===== src/rtl/rx_uart.sv =====
// Memory-mapped 8N1 serial receiver: synchronised line sampling, mid-bit timing,
// small receive FIFO popped by cpu reads, sticky overrun/framing flags.
module rx_uart #(
  parameter logic [7:0] DEFAULT_CPB = 8'd104,
  parameter int         FIFO_DEPTH  = 4
) (
  input  logic       clk,
  input  logic       rst,
  input  logic       rx_line,
  input  logic [7:0] config_data,
  input  logic       config_enable,
  input  logic       read_enable,
  output logic [7:0] read_data,
  output logic       data_valid,
  output logic       overrun,
  output logic       framing_error
);

  localparam int AW = $clog2(FIFO_DEPTH);
  localparam int PW = AW + 1;

  typedef enum logic [1:0] {IDLE, START, DATA, STOP} state_t;

  function automatic logic [7:0] clamp_cpb(input logic [7:0] v);
    return (v < 8'd4) ? 8'd4 : v;
  endfunction

  state_t        state_q, state_d;
  logic          sync1_q, rx_s_q, rx_prev_q;
  logic [7:0]    timer_q, timer_d;
  logic [2:0]    bit_cnt_q, bit_cnt_d;
  logic [7:0]    shift_q, shift_d;
  logic [7:0]    cpb_q, cpb_d;
  logic [7:0]    cpb_act_q, cpb_act_d;
  logic [PW-1:0] wr_ptr_q, wr_ptr_d, rd_ptr_q, rd_ptr_d;
  logic          overrun_q, overrun_d, fe_q, fe_d;
  logic [7:0]    mem_q [FIFO_DEPTH];

  logic fall, tick, push_req, fe_set;
  logic empty, full, do_pop, do_push, ovr_set;

  assign fall = rx_prev_q & ~rx_s_q;
  assign tick = (timer_q == 8'd0);

  // Receive FSM: START waits half a bit to land mid-bit, DATA/STOP wait whole bits
  always_comb begin
    state_d   = state_q;
    timer_d   = timer_q;
    bit_cnt_d = bit_cnt_q;
    shift_d   = shift_q;
    cpb_act_d = cpb_act_q;
    push_req  = 1'b0;
    fe_set    = 1'b0;
    case (state_q)
      IDLE: begin
        if (fall) begin
          state_d   = START;
          cpb_act_d = cpb_q;
          timer_d   = (cpb_q >> 1) - 8'd1;
        end
      end
      START: begin
        if (!tick) begin
          timer_d = timer_q - 8'd1;
        end else if (!rx_s_q) begin
          state_d   = DATA;
          timer_d   = cpb_act_q - 8'd1;
          bit_cnt_d = 3'd0;
        end else begin
          state_d = IDLE;
        end
      end
      DATA: begin
        if (!tick) begin
          timer_d = timer_q - 8'd1;
        end else begin
          shift_d[bit_cnt_q] = rx_s_q;
          timer_d            = cpb_act_q - 8'd1;
          if (bit_cnt_q == 3'd7) state_d = STOP;
          else                   bit_cnt_d = bit_cnt_q + 3'd1;
        end
      end
      STOP: begin
        if (!tick) begin
          timer_d = timer_q - 8'd1;
        end else begin
          state_d  = IDLE;
          push_req = rx_s_q;
          fe_set   = ~rx_s_q;
        end
      end
      default: state_d = IDLE;
    endcase
  end

  // FIFO control: a pop frees the slot a same-cycle push needs
  always_comb begin
    empty     = (wr_ptr_q == rd_ptr_q);
    full      = (wr_ptr_q[AW] != rd_ptr_q[AW]) && (wr_ptr_q[AW-1:0] == rd_ptr_q[AW-1:0]);
    do_pop    = read_enable & ~empty;
    do_push   = push_req & (~full | do_pop);
    ovr_set   = push_req & full & ~do_pop;
    wr_ptr_d  = wr_ptr_q + {{AW{1'b0}}, do_push};
    rd_ptr_d  = rd_ptr_q + {{AW{1'b0}}, do_pop};
    overrun_d = ovr_set | (overrun_q & ~read_enable);
    fe_d      = fe_set | (fe_q & ~read_enable);
    cpb_d     = config_enable ? clamp_cpb(config_data) : cpb_q;
  end

  always_ff @(posedge clk or posedge rst) begin
    if (rst) begin
      sync1_q   <= 1'b1;
      rx_s_q    <= 1'b1;
      rx_prev_q <= 1'b1;
      state_q   <= IDLE;
      timer_q   <= 8'd0;
      bit_cnt_q <= 3'd0;
      cpb_q     <= clamp_cpb(DEFAULT_CPB);
      cpb_act_q <= clamp_cpb(DEFAULT_CPB);
      wr_ptr_q  <= '0;
      rd_ptr_q  <= '0;
      overrun_q <= 1'b0;
      fe_q      <= 1'b0;
    end else begin
      sync1_q   <= rx_line;
      rx_s_q    <= sync1_q;
      rx_prev_q <= rx_s_q;
      state_q   <= state_d;
      timer_q   <= timer_d;
      bit_cnt_q <= bit_cnt_d;
      cpb_q     <= cpb_d;
      cpb_act_q <= cpb_act_d;
      wr_ptr_q  <= wr_ptr_d;
      rd_ptr_q  <= rd_ptr_d;
      overrun_q <= overrun_d;
      fe_q      <= fe_d;
    end
  end

  always_ff @(posedge clk) begin
    shift_q <= shift_d;
    if (do_push) mem_q[wr_ptr_q[AW-1:0]] <= shift_q;
  end

  assign data_valid    = ~empty;
  assign read_data     = empty ? 8'h00 : mem_q[rd_ptr_q[AW-1:0]];
  assign overrun       = overrun_q;
  assign framing_error = fe_q;

endmodule

===== config.mk =====
export PLATFORM = sky130hd
export DESIGN_NAME = rx_uart
export DESIGN_NICKNAME = d
export VERILOG_FILES = /design/src/rtl/rx_uart.sv
export SDC_FILE = /design/constraint.sdc
export NUM_CORES = 1
export LEC_CHECK = 0
export BUFFER_PORTS_ARGS = -buffer_cell sky130_fd_sc_hd__clkbuf_2
export CAP_MARGIN = 5
export CORE_MARGIN = 4
export CORE_UTILIZATION = 40
export CTS_BUF_LIST = sky130_fd_sc_hd__clkbuf_4 sky130_fd_sc_hd__clkbuf_8
export DETAILED_ROUTE_END_ITERATION = 16
export GPL_TIMING_DRIVEN = 0
export PLACE_DENSITY_LB_ADDON = 0.05
export SETUP_SLACK_MARGIN = 0.1
export SLEW_MARGIN = 5
export SYNTH_ARGS = -nofsm -noshare
export SYNTH_HDL_FRONTEND = slang
export SYNTH_SLANG_ARGS = --single-unit

===== constraint.sdc =====
create_clock -name clk -period 3.7 [get_ports clk]
set_clock_uncertainty 0.15 [all_clocks]
set_input_delay 0.185 -clock clk [delete_from_list [all_inputs] [get_ports clk]]
set_output_delay 0.185 -clock clk [all_outputs]
set_load 0.02 [all_outputs]

# --- After elaboration in Yosys (flattened, before gate mapping) ---
# Memory sizes are Yosys's and may differ from the RTL's.
# Cells that the tools add are included.
op_classes:
  n_addsub: 6
  n_lt_le_gt_ge: 3
  muxes: 29
  bitwise_logic: 15
  n_eq_ne: 16
  n_reduce_logical: 10
ops:
  columns: ["operator", "count"]
  rows:
  - ["8-bit 2-to-1 mux", 7]
  - ["8-bit one-hot mux with 4 select lines", 1]
  - ["2-bit != test (second input constant)", 8]
  - ["8-bit by 1-bit subtractor with 8-bit output (second input constant)", 2]
  - ["2-bit 2-to-1 mux", 6]
  - ["3-bit 2-to-1 mux", 4]
  - ["5-bit AND reduction", 2]
  - ["8-bit bitwise mux", 1]
  - ["8-bit logical NOT", 1]
  - ["8-bit by 3-bit less-than comparator with 1-bit output (second input constant)", 1]
  - ["2-bit one-hot mux with 4 select lines", 1]
  - ["7-bit by 1-bit subtractor with 8-bit output (second input constant)", 1]
  - ["1-bit bitwise AND", 7]
  - ["1-bit 2-to-1 mux", 7]
  - ["3-bit by 1-bit adder with 3-bit output", 2]
  - ["3-bit one-hot mux with 2 select lines", 1]
  - ["1-bit NOT", 5]
  - ["2-bit == test (second input constant)", 2]
  - ["3-bit by 4-bit less-than comparator with 1-bit output (second input constant)", 1]
  - ["2-bit AND reduction", 2]
  - ["3-bit by 1-bit adder with 3-bit output (second input constant)", 1]
  - ["1-bit demux with 3-bit select", 1]
  - ["3-bit == test", 1]
  - ["3-bit == test (second input constant)", 1]
  - ["other kinds (10)", 13]
word_totals:
  mem_count: 1
  ram_bits: 32
  out_inout_bits: 11
  register_bits: 48
mem_list:
  columns: ["name", "depth", "width", "rd", "rd_clocked_by_memory_dff", "write_ports", "line", "rtl"]
  rows:
  - ["mem_q", 4, 8, 1, 0, 1, "37", "logic [7:0] mem_q [FIFO_DEPTH];"]

# --- Depth between registers and ports, before layout ---
# Gate-level depths: netlist of the first run.
logic_depth:
  ltp_word: 7
  depth_mapped: 9
  depth_no_buf: 9

# --- Least setup slack after synthesis of the first run ---
# OpenSTA, ideal clock, no wires.
synth_timing:
  path_type: "flip-flop to flip-flop"
  from: "register timer_q[0]"
  to: "memory mem_q[2][0], enable pin"
  setup_slack_ns: 0.882
  required_time_ns: 3.165
  path_stages_with_launch: 7
  setup_ns: 0.385
  n_path_buf: 0
  arrival_ns: 2.282
  synth_period_minus_slack_ns: 2.818
  cell_sequence: "dfrtp_1 > inv_1 > ha_1 > nor3b_1 > nand2_1 > or3_1 > nor3b_1"
synth_via:
  elab_chain_len: 6
synth_lines:
  columns: ["item", "line", "rtl"]
  rows:
  - ["start: declaration", "30", "logic [7:0] timer_q, timer_d;"]
  - ["start signal: assignment", "129", "timer_q <= timer_d;"]
  - ["8-bit logical NOT", "43", "assign tick = (timer_q == 8'd0);"]
  - ["1-bit 2-to-1 mux", "84", "if (!tick) begin"]
  - ["1-bit 2-to-1 mux", "54", "case (state_q)"]
  - ["1-bit bitwise AND", "101", "do_push = push_req & (~full | do_pop);"]
  - ["1-bit 2-to-1 mux", "142", "if (do_push) mem_q[wr_ptr_q[AW-1:0]] <= shift_q;"]
  - ["1-bit 2-to-1 mux (not written as such)", "142", null]
  - ["end: declaration", "37", null]
# No other way between the ends.

# --- Worst setup path in the final report of the first run ---
# Ends and elaborated chain as after synthesis.

==> results.cfg, run 1 <==
[outcome]
status = finished clean

[finish]
antenna_cells = 0
syn_to_final_growth_pct = 16.95
fin_area_mm2 = 0.004481
nFillCells = 860
nets = 376
layout-drive-gt1-share_pct = 24.08
layout_common_cells = 40 x edfxtp_1, 31 x dfrtp_1, 23 x nand2_1, 23 x clkbuf_2, 20 x inv_1
final_common_cell = edfxtp_1

[clocking]
root_buffer = clkbuf_8
clockBufferDepth = 2
postCtsSetupBuffers = 0
cts_made_buffers = 9
clk_pin_slew_ps = 80
cts_tree = yes
clock_latency_ps = 340
clock-sinks = 80
h-tree-depth = 3

[logic_synthesis]
syn_inst = 301
syn_nets = 328
synth_ff_type = edfxtp_1
syn-cell-area_mm2 = 0.003831
synthTopCellsByArea = edfxtp_1 31%, dfrtp_1 20%, dfstp_2 6.2%, mux4_2 4.7%, ha_1 4.6%
ys_seq_area_share_pct = 57.77
ys.warnings.count = 0
async_flop_share_pct = 50.00
netlist.area_leader.share_pct = 31.35
yosysTopAreaCell = edfxtp_1
synth_edf_count = 40
synth_cell_types = 50
syn_avg_cell_area_um2 = 12.73
ys_ff_latch = 80

[floorplan]
dieArea_mm2 = 0.01121
io-pin-count = 24
std_cell_rows = 35
dieWidth_um = 105.9
fp.coreArea_mm2 = 0.009284
start_util_pct = 41.27
fp.dieH_um = 105.9

[critical_path]
cp_top_family = simple AND/OR/NAND/NOR gates
worstPathCellList = inv_1 > ha_1 > nor3b_1 > nand2_1 > or3_1 > nor3b_2
max_stage_delay_ps = 660
worstSetupPathType = reg2reg
required_ps = 3530
arrival_ps = 3010
start_kind = flop
path_max_fanout = 8
cp.buffers_inverters = 1
critPathSlowestCell = nor3b_2
cp-end-kind = flop

[detailed_routing]
dr.pass1.iters = 4
vias = 2461
drc = 0
drt.antenna.violating_nets = 0
wirelength_um = 7604
vias_per_cell = 5.106
drt_iter0_drc = 119
wl_per_cell_um = 15.78

[run]
maxCapViolCount = 0

[sta]
drv_slew = 0
rsz0062_at_grt = false
min_period_over_period_pct = 86.16
setup_viol = 0
tightest_slew_ps = 735.7
max_freq_ghz = 0.3137
period_needed_ps = 3188
hold_violations = 0
maxSlewHeadroom_pct = 50.74

[pwr]
comb_power_share_pct = 38.5
p_switching_mw = 1.174
leakage_nw = 1.712
p_int_mw = 2.006
vdd_drop_max_uv = 246.7
p_total_mw = 3.180
netSwitchingFraction_pct = 36.92
p_seq_share_pct = 39.6
clkPwrFrac_pct = 22.0
p_per_area_mw_per_mm2 = 709.7

[grt]
gr-usage-all-layers_pct = 14.69
gr-max-usage-layer = met1
antenna_found_initial = 0
grt_use_met3_pct = 3.123
grt_pass1_wl_um = 12800
met2_usage_pct = 21.17
grt_pass1_vias = 2463
grt_max_degree = 35
gr-total-overflow = 0
grt_util_met1_pct = 21.94

[worst_hold_path]
hold_path_class = in2async

[placement]
io_buffers = 23
routabilityCongestion = 0.7986
detailed_place_hpwl_um = 5336
place_area_mm2 = 0.004145
## cell type report
class	count	area, um^2	share of cell area, %
clock inverters	6	91.34	2.039
plain buffers	11	56.30	1.257
flip-flops and latches	80	2213	49.40
well taps	129	161.4	3.602
repair buffers	37	262.8	5.864
inverters	21	78.83	1.759
multi-input cells	189	1493	33.31
clock buffers	9	123.9	2.765
## cells in the mapped netlist, drive strengths merged, types with 2 or more instances
cell,n
a211oi,2
dfstp,9
mux4,8
nor2,9
mux2,11
edfxtp,40
nand2b,4
xnor2,8
a211o,2
o31ai,3
nor3,13
nand2,23
nor4,8
buf,5
mux2i,3
xor2,7
dfrtp,31
nor2b,9
nor3b,4
a22oi,2
or4,4
a21oi,7
or3,4
and3,2
ha,14
nand3,4
inv,21
o21ai,17
clkbuf,6
a31oi,5
o22ai,3
## registers in the layout, indices dropped and copies added, names as in the netlist, named ones only
name	cells
sync1_q	1
cpb_q	8
rx_prev_q	1
state_q	1
bit_cnt_q	3
overrun	1
shift_q	8
timer_q	8
wr_ptr_q	3
rx_s_q	1
rd_ptr_q	3
mem_q	32
cpb_act_q	8
framing_error	1
## power groups by stage
| stage | Clock [mW] | Combinational (mW) | Sequential, mW |
|---|---|---|---|
| after floorplan | 0 | 0.945 | 1.22 |
| after global placement | 0 | 1.21 | 1.27 |
| after detailed placement | 0 | 1.22 | 1.27 |
| after CTS | 0.720 | 1.23 | 1.25 |
| after global routing | 0.761 | 1.37 | 1.29 |
| final | 0.698 | 1.22 | 1.26 |
## cell families (layout without fill, tap and decap cells)
logic type / Yosys count / in the layout / share of synthesized area, %
AOI/OAI and AO/OA: 49 / 49 / 8.720
xor gates and xnor gates: 15 / 15 / 3.429
and+or+nand+nor: 89 / 89 / 13.26
adders and majority gates: 14 / 14 / 4.572
DFF: 80 / 80 / 57.77
buffers and inverters: 32 / 84 / 3.527
muxes: 22 / 22 / 8.720
## routing by layer
| metal | vias up | wire length (um) |
|---|---|---|
| met5 | - | 0 |
| met4 | 0 | 108 |
| met3 | 9 | 380 |
| met2 | 59 | 3222 |
| met1 | 1192 | 3894 |
| li1 | 1201 | - |
## tightest hold or removal path, stage by stage
cell and delay [ps]:
dlygate4sd3_1 530, clkbuf_2 110, inv_2 150
## final timing paths
| check | end | cells after the start | start | slack [ps] |
|---|---|---|---|---|
| worst max-delay path | mem_q[2][0] | 6 | timer_q[0] | 510 |
| worst min-delay path | cpb_q[0] | 3 | rst | 130 |
| worst max register to register | mem_q[2][0] | 6 | timer_q[0] | 510 |
| worst min register to register | rx_s_q | 0 | sync1_q | 210 |
| max in group asynchronous | rx_prev_q | 4 | rst | 2780 |
| min in group clk | cpb_q[1] | 4 | config_enable | 190 |
## per-stage QoR
step	setup TNS [ps]	std cells	worst slack (ps)	util, %	hold slack (ps)
after CTS	0	482	471.0	48.26	103.3
after global placement	-269.2	453	-31.72	44.25	124.2
final	0	482	512.1	48.26	126.5
after floorplan	0	301	882.3	-	39.48
after global routing	0	482	249.5	48.26	130.6
after detailed placement	0	455	489.4	44.65	-64.76
## what timing repair did
| item | 4_1_cts | 5_1_grt |
|---|---|---|
| hold buffers | 12 | 0 |
| endpoints found under the hold margin | 45 | 0 |
| gates resized for setup | 0 | 0 |
No activity file was read; power rests on OpenSTA's default activity.
==> run 2: changes to the inputs <==
--- a/config.mk
+++ b/config.mk
@@ -8,11 +8,12 @@
 export BUFFER_PORTS_ARGS = -buffer_cell sky130_fd_sc_hd__clkbuf_2
 export CAP_MARGIN = 5
 export CORE_MARGIN = 4
-export CORE_UTILIZATION = 40
+export CORE_UTILIZATION = 45
 export CTS_BUF_LIST = sky130_fd_sc_hd__clkbuf_4 sky130_fd_sc_hd__clkbuf_8
 export DETAILED_ROUTE_END_ITERATION = 16
 export GPL_TIMING_DRIVEN = 0
 export PLACE_DENSITY_LB_ADDON = 0.05
+export RECOVER_POWER = 25
 export SETUP_SLACK_MARGIN = 0.1
 export SLEW_MARGIN = 5
 export SYNTH_ARGS = -nofsm -noshare
==> run 2 against run 1 <==
Power down 1.5%. Final area down 0.56%. Sequential share of layout area up 0.28 points. Sequential cell count unchanged. Hold slack better by 85 ps. Combinational power about the same. Largest power group unchanged.
==> results.cfg, run 2 (synthesized netlist as in run 1, its figures left out) <==
[outcome]
status = finished clean

[floorplan]
start_util_pct = 46.39
fp.coreArea_mm2 = 0.008258
std_cell_rows = 33
dieWidth_um = 100.3
dieArea_mm2 = 0.01005
fp.dieH_um = 100.3
io-pin-count = 24

[clocking]
h-tree-depth = 3
postCtsSetupBuffers = 0
clock-sinks = 80
clock_latency_ps = 350
clockBufferDepth = 2
clk_pin_slew_ps = 80
cts_tree = yes
root_buffer = clkbuf_8
cts_made_buffers = 9

[pwr]
p_switching_mw = 1.185
p_int_mw = 1.948
p_seq_share_pct = 40.1
comb_power_share_pct = 39.1
leakage_nw = 1.714
p_per_area_mw_per_mm2 = 703.3
p_total_mw = 3.133
clkPwrFrac_pct = 20.8
vdd_drop_max_uv = 245.4
netSwitchingFraction_pct = 37.82

[finish]
antenna_cells = 0
final_common_cell = edfxtp_1
syn_to_final_growth_pct = 16.30
layout_common_cells = 40 x edfxtp_1, 31 x dfrtp_1, 23 x nand2_1, 23 x clkbuf_2, 21 x inv_1
largest_reg_flops = 32
nFillCells = 738
fin_area_mm2 = 0.004456
fin_util_pct = 53.95
layout-drive-gt1-share_pct = 23.66
nets = 377

[grt]
antenna_found_initial = 0
grt_pass1_wl_um = 13050
gr-total-overflow = 0
grt_pass1_vias = 2450
grt_max_degree = 25
gr-usage-all-layers_pct = 16.87

[critical_path]
timing.reg2reg.setup_slack_ps = 490
path_max_fanout = 8
start_kind = flop
cp-end-kind = flop
worstSetupPathType = reg2reg
arrival_ps = 3030
required_ps = 3530

[detailed_routing]
dr.pass1.iters = 6
vias = 2438
drt.antenna.violating_nets = 0
drc = 0
wl_per_cell_um = 16.45
wirelength_um = 7566
vias_per_cell = 5.300
drt_iter0_drc = 70

[placement]
routabilityCongestion = 0.7958
detailed_place_hpwl_um = 5311
place_area_mm2 = 0.004103
io_buffers = 23

[worst_hold_path]
hold_path_class = reg2reg

[sta]
drv_slew = 0
rsz0062_at_grt = false
tightest_slew_ps = 791.1
min_period_over_period_pct = 86.65
setup-tns-final_ps = 0
setup_viol = 0
hold_violations = 0
period_needed_ps = 3206
max_freq_ghz = 0.3119
maxSlewHeadroom_pct = 46.97

[run]
maxCapViolCount = 0
==> run 2: cell types whose count changed in the layout (fill, tap and decap cells not counted) <==
cell           change
nor3_2             +1
clkinv_1           +1
buf_4              -1
inv_2              -1
inv_1              +1
bufinv_16          -1
dlygate4sd3_1      +2
inv_8              +1
clkinvlp_4         +1
clkinvlp_2         -1
nor3_1             -1
==> run 2: metrics by stage <==
stage / instances / hold slack (ps) / setup slack, ps
after global placement: 429 / 126.2 / -44.51
after global routing: 460 / 219.2 / 210.5
after floorplan: 301 / 39.48 / 882.3
after detailed placement: 430 / 34.25 / 25.02
final: 460 / 211.6 / 494.1
after CTS: 460 / 197.5 / 457.4
==> run 2: worst paths after layout <==
check	start	to	cells after the start
max	timer_q[0]	mem_q[2][6]	6
min	sync1_q	rx_s_q	0
max reg2reg	timer_q[0]	mem_q[2][6]	6
min reg2reg	sync1_q	rx_s_q	0
max in group asynchronous	rst	rx_prev_q	4
min in group asynchronous	rst	rd_ptr_q[0]	3
==> run 2: area by class of cell <==
class                   count  area (um^2)  share of cell area, %
repair buffers             38        275.3                  6.178
plain buffers              11        56.30                  1.264
clock inverters             7        78.83                  1.769
inverters                  21        78.83                  1.769
well taps                 105        131.4                  2.949
flip-flops and latches     80         2213                  49.68
clock buffers               9        123.9                  2.780
multi-input cells         189         1498                  33.61
==> run 2: worst max-delay path: stages (launching register included) <==
cell	delay [ps]
dfrtp_1	440
inv_1	140
ha_1	210
nor3b_1	610
nand2_1	130
or3_1	500
nor3b_2	670
==> run 2: power groups by stage <==
stage	logic (mW)	clock network [mW]	registers [mW]
floorplan	0.945	0	1.22
global placement	1.20	0	1.27
detailed placement	1.21	0	1.27
CTS	1.23	0.678	1.26
global route	1.36	0.721	1.29
finish	1.22	0.651	1.26
==> run 2: timing repair <==
item                                    CTS  global route
hold endpoints to repair                 44             0
endpoints found under the setup margin   16             0
gates resized for setup                   2             0
hold buffers                             14             0
==> run 2: per-layer routing <==
layer	GRT usage (%)	vias to the layer above	share of wire [%]
met5	0	-	0
met4	5.285	0	1.1
met3	3.961	8	4.1
met2	24.11	45	45
met1	25.44	1177	50
li1	-	1208	-
==> run 3: changes to the inputs <==
--- a/config.mk
+++ b/config.mk
@@ -6,9 +6,9 @@
 export NUM_CORES = 1
 export LEC_CHECK = 0
 export BUFFER_PORTS_ARGS = -buffer_cell sky130_fd_sc_hd__clkbuf_2
-export CAP_MARGIN = 5
-export CORE_MARGIN = 4
-export CORE_UTILIZATION = 45
+export CAP_MARGIN = 25
+export CORE_MARGIN = 2
+export CORE_UTILIZATION = 40
 export CTS_BUF_LIST = sky130_fd_sc_hd__clkbuf_4 sky130_fd_sc_hd__clkbuf_8
 export DETAILED_ROUTE_END_ITERATION = 16
 export GPL_TIMING_DRIVEN = 0
==> run 3 against run 2 <==
Via count rose by 1.5%. Largest power group unchanged. Sequential cell count unchanged. Non-clock buffer count grew 1.
==> results.cfg, run 3 (synthesized netlist as in run 1, its figures left out) <==
[outcome]
status = finished clean

[critical_path]
cp.buffers_inverters = 1
start_kind = flop
r2r-end = mem_q[1][4]
path_max_fanout = 8
cp-end-kind = flop
timing.reg2reg.setup_slack_ps = 410
required_ps = 3530
worstSetupPathType = reg2reg
cp_top_family = simple AND/OR/NAND/NOR gates
arrival_ps = 3120
worstPathCellList = inv_1 > ha_1 > nor3b_1 > nand2_1 > or3_1 > nor3b_2
regToRegStartpoint = timer_q[0]
critPathSlowestCell = nor3b_2
r2r_cells = 6
max_stage_delay_ps = 750

[sta]
drv_slew = 0
min_period_over_period_pct = 89.04
hold_violations = 0
rsz0062_at_grt = false
setup_viol = 0
maxSlewHeadroom_pct = 40.60
setup-tns-final_ps = 0
max_freq_ghz = 0.3035
tightest_slew_ps = 887.1
period_needed_ps = 3294

[floorplan]
dieArea_mm2 = 0.01038
fp.coreArea_mm2 = 0.009284
dieWidth_um = 101.9
io-pin-count = 24
start_util_pct = 41.27
std_cell_rows = 35
fp.dieH_um = 101.9

[grt]
grt_pass1_vias = 2419
gr-total-overflow = 0
gr-usage-all-layers_pct = 16.05
grt_pass1_wl_um = 12560
grt_max_degree = 29
antenna_found_initial = 0

[placement]
detailed_place_hpwl_um = 5434
routabilityCongestion = 0.7811
io_buffers = 23

[clocking]
postCtsSetupBuffers = 0
h-tree-depth = 3
cts_made_buffers = 9
root_buffer = clkbuf_8
cts_tree = yes
clock-sinks = 80
clock_latency_ps = 350
cts_resized = 0
clk_pin_slew_ps = 90
clockBufferDepth = 2

[detailed_routing]
wirelength_um = 7628
wl_per_cell_um = 15.73
dr.pass1.iters = 4
drt_iter0_drc = 132
vias = 2475
drc = 0
drt.antenna.violating_nets = 0
vias_per_cell = 5.103

[finish]
layout_common_cells = 40 x edfxtp_1, 31 x dfrtp_1, 23 x nand2_1, 23 x clkbuf_2, 21 x inv_1
nets = 378
multiInputGateArea_mm2 = 0.001488
layout-drive-gt1-share_pct = 23.60
syn_to_final_growth_pct = 16.26
final_common_cell = edfxtp_1
antenna_cells = 0
nFillCells = 886
register_area_mm2 = 0.002213
largest_reg_flops = 32

[pwr]
p_int_mw = 1.876
netSwitchingFraction_pct = 38.84
p_total_mw = 3.067
p_switching_mw = 1.191
p_seq_share_pct = 41.0
leakage_nw = 1.699
p_per_area_mw_per_mm2 = 688.6
comb_power_share_pct = 39.8
vdd_drop_max_uv = 282.3
clkPwrFrac_pct = 19.2

[run]
maxCapViolCount = 0

[worst_hold_path]
hold_path_class = in2reg
min_from = config_enable
hold_path_depth = 4
min_to = cpb_q[0]
-- run 3: power groups by stage --
stage | sequential, mW | combinational [mW] | clock [mW]
2_1_floorplan | 1.22 | 0.945 | 0
3_3_place_gp | 1.27 | 1.21 | 0
3_5_place_dp | 1.27 | 1.22 | 0
4_1_cts | 1.26 | 1.23 | 0.605
5_1_grt | 1.28 | 1.37 | 0.638
6_report | 1.26 | 1.22 | 0.587
-- run 3: through the flow --
| stage | cell area (um^2) | util (%) | instances | hold WS, ps | setup WS (ps) |
|---|---|---|---|---|---|
| after global routing | 4454 | 47.98 | 485 | 217.7 | 179.2 |
| after global placement | 4108 | 44.25 | 453 | 125.8 | -98.47 |
| final | 4454 | 47.98 | 485 | 188.7 | 405.5 |
| after CTS | 4454 | 47.98 | 485 | 165.7 | 374.1 |
| after floorplan | 3831 | - | 301 | 39.48 | 882.3 |
| after detailed placement | 4145 | 44.65 | 456 | 0.08960 | 402.2 |
-- run 3: final cells by class --
type | count | area share [%]
multi-input cells | 189 | 33.40
repair buffers | 39 | 6.236
inverters | 21 | 1.770
well taps | 129 | 3.624
plain buffers | 11 | 1.264
flip-flops and latches | 80 | 49.69
clock buffers | 9 | 2.781
clock inverters | 7 | 1.236
-- run 3: how the worst max path moves through the flow --
| stage | depth (start not counted) | startpoint | endpoint |
|---|---|---|---|
| floorplan | 6 | timer_q[0] | mem_q[2][0] |
| global placement | 6 | timer_q[0] | mem_q[1][6] |
| detailed placement | 7 | timer_q[0] | mem_q[0][2] |
| CTS | 7 | timer_q[0] | mem_q[0][2] |
| global route | 7 | timer_q[0] | mem_q[2][4] |
| finish | 6 | timer_q[0] | mem_q[1][4] |
-- run 3: per-layer routing --
layer,track usage [%],part of all wire (%)
met5,0,0
met2,23.08,42
met3,2.873,3.3
met1,24.47,53
met4,5.744,1.5
-- run 3: worst reg2reg max path: stages, from the launching register on --
cell     delay, ps
dfrtp_1        440
inv_1          140
ha_1           210
nor3b_1        620
nand2_1        130
or3_1          480
nor3b_2        750
-- run 3: what timing repair did --
item                                    4_1_cts  5_1_grt
hold buffers                                 13        0
endpoints found under the setup margin        0        0
hold endpoints to repair                     44        0
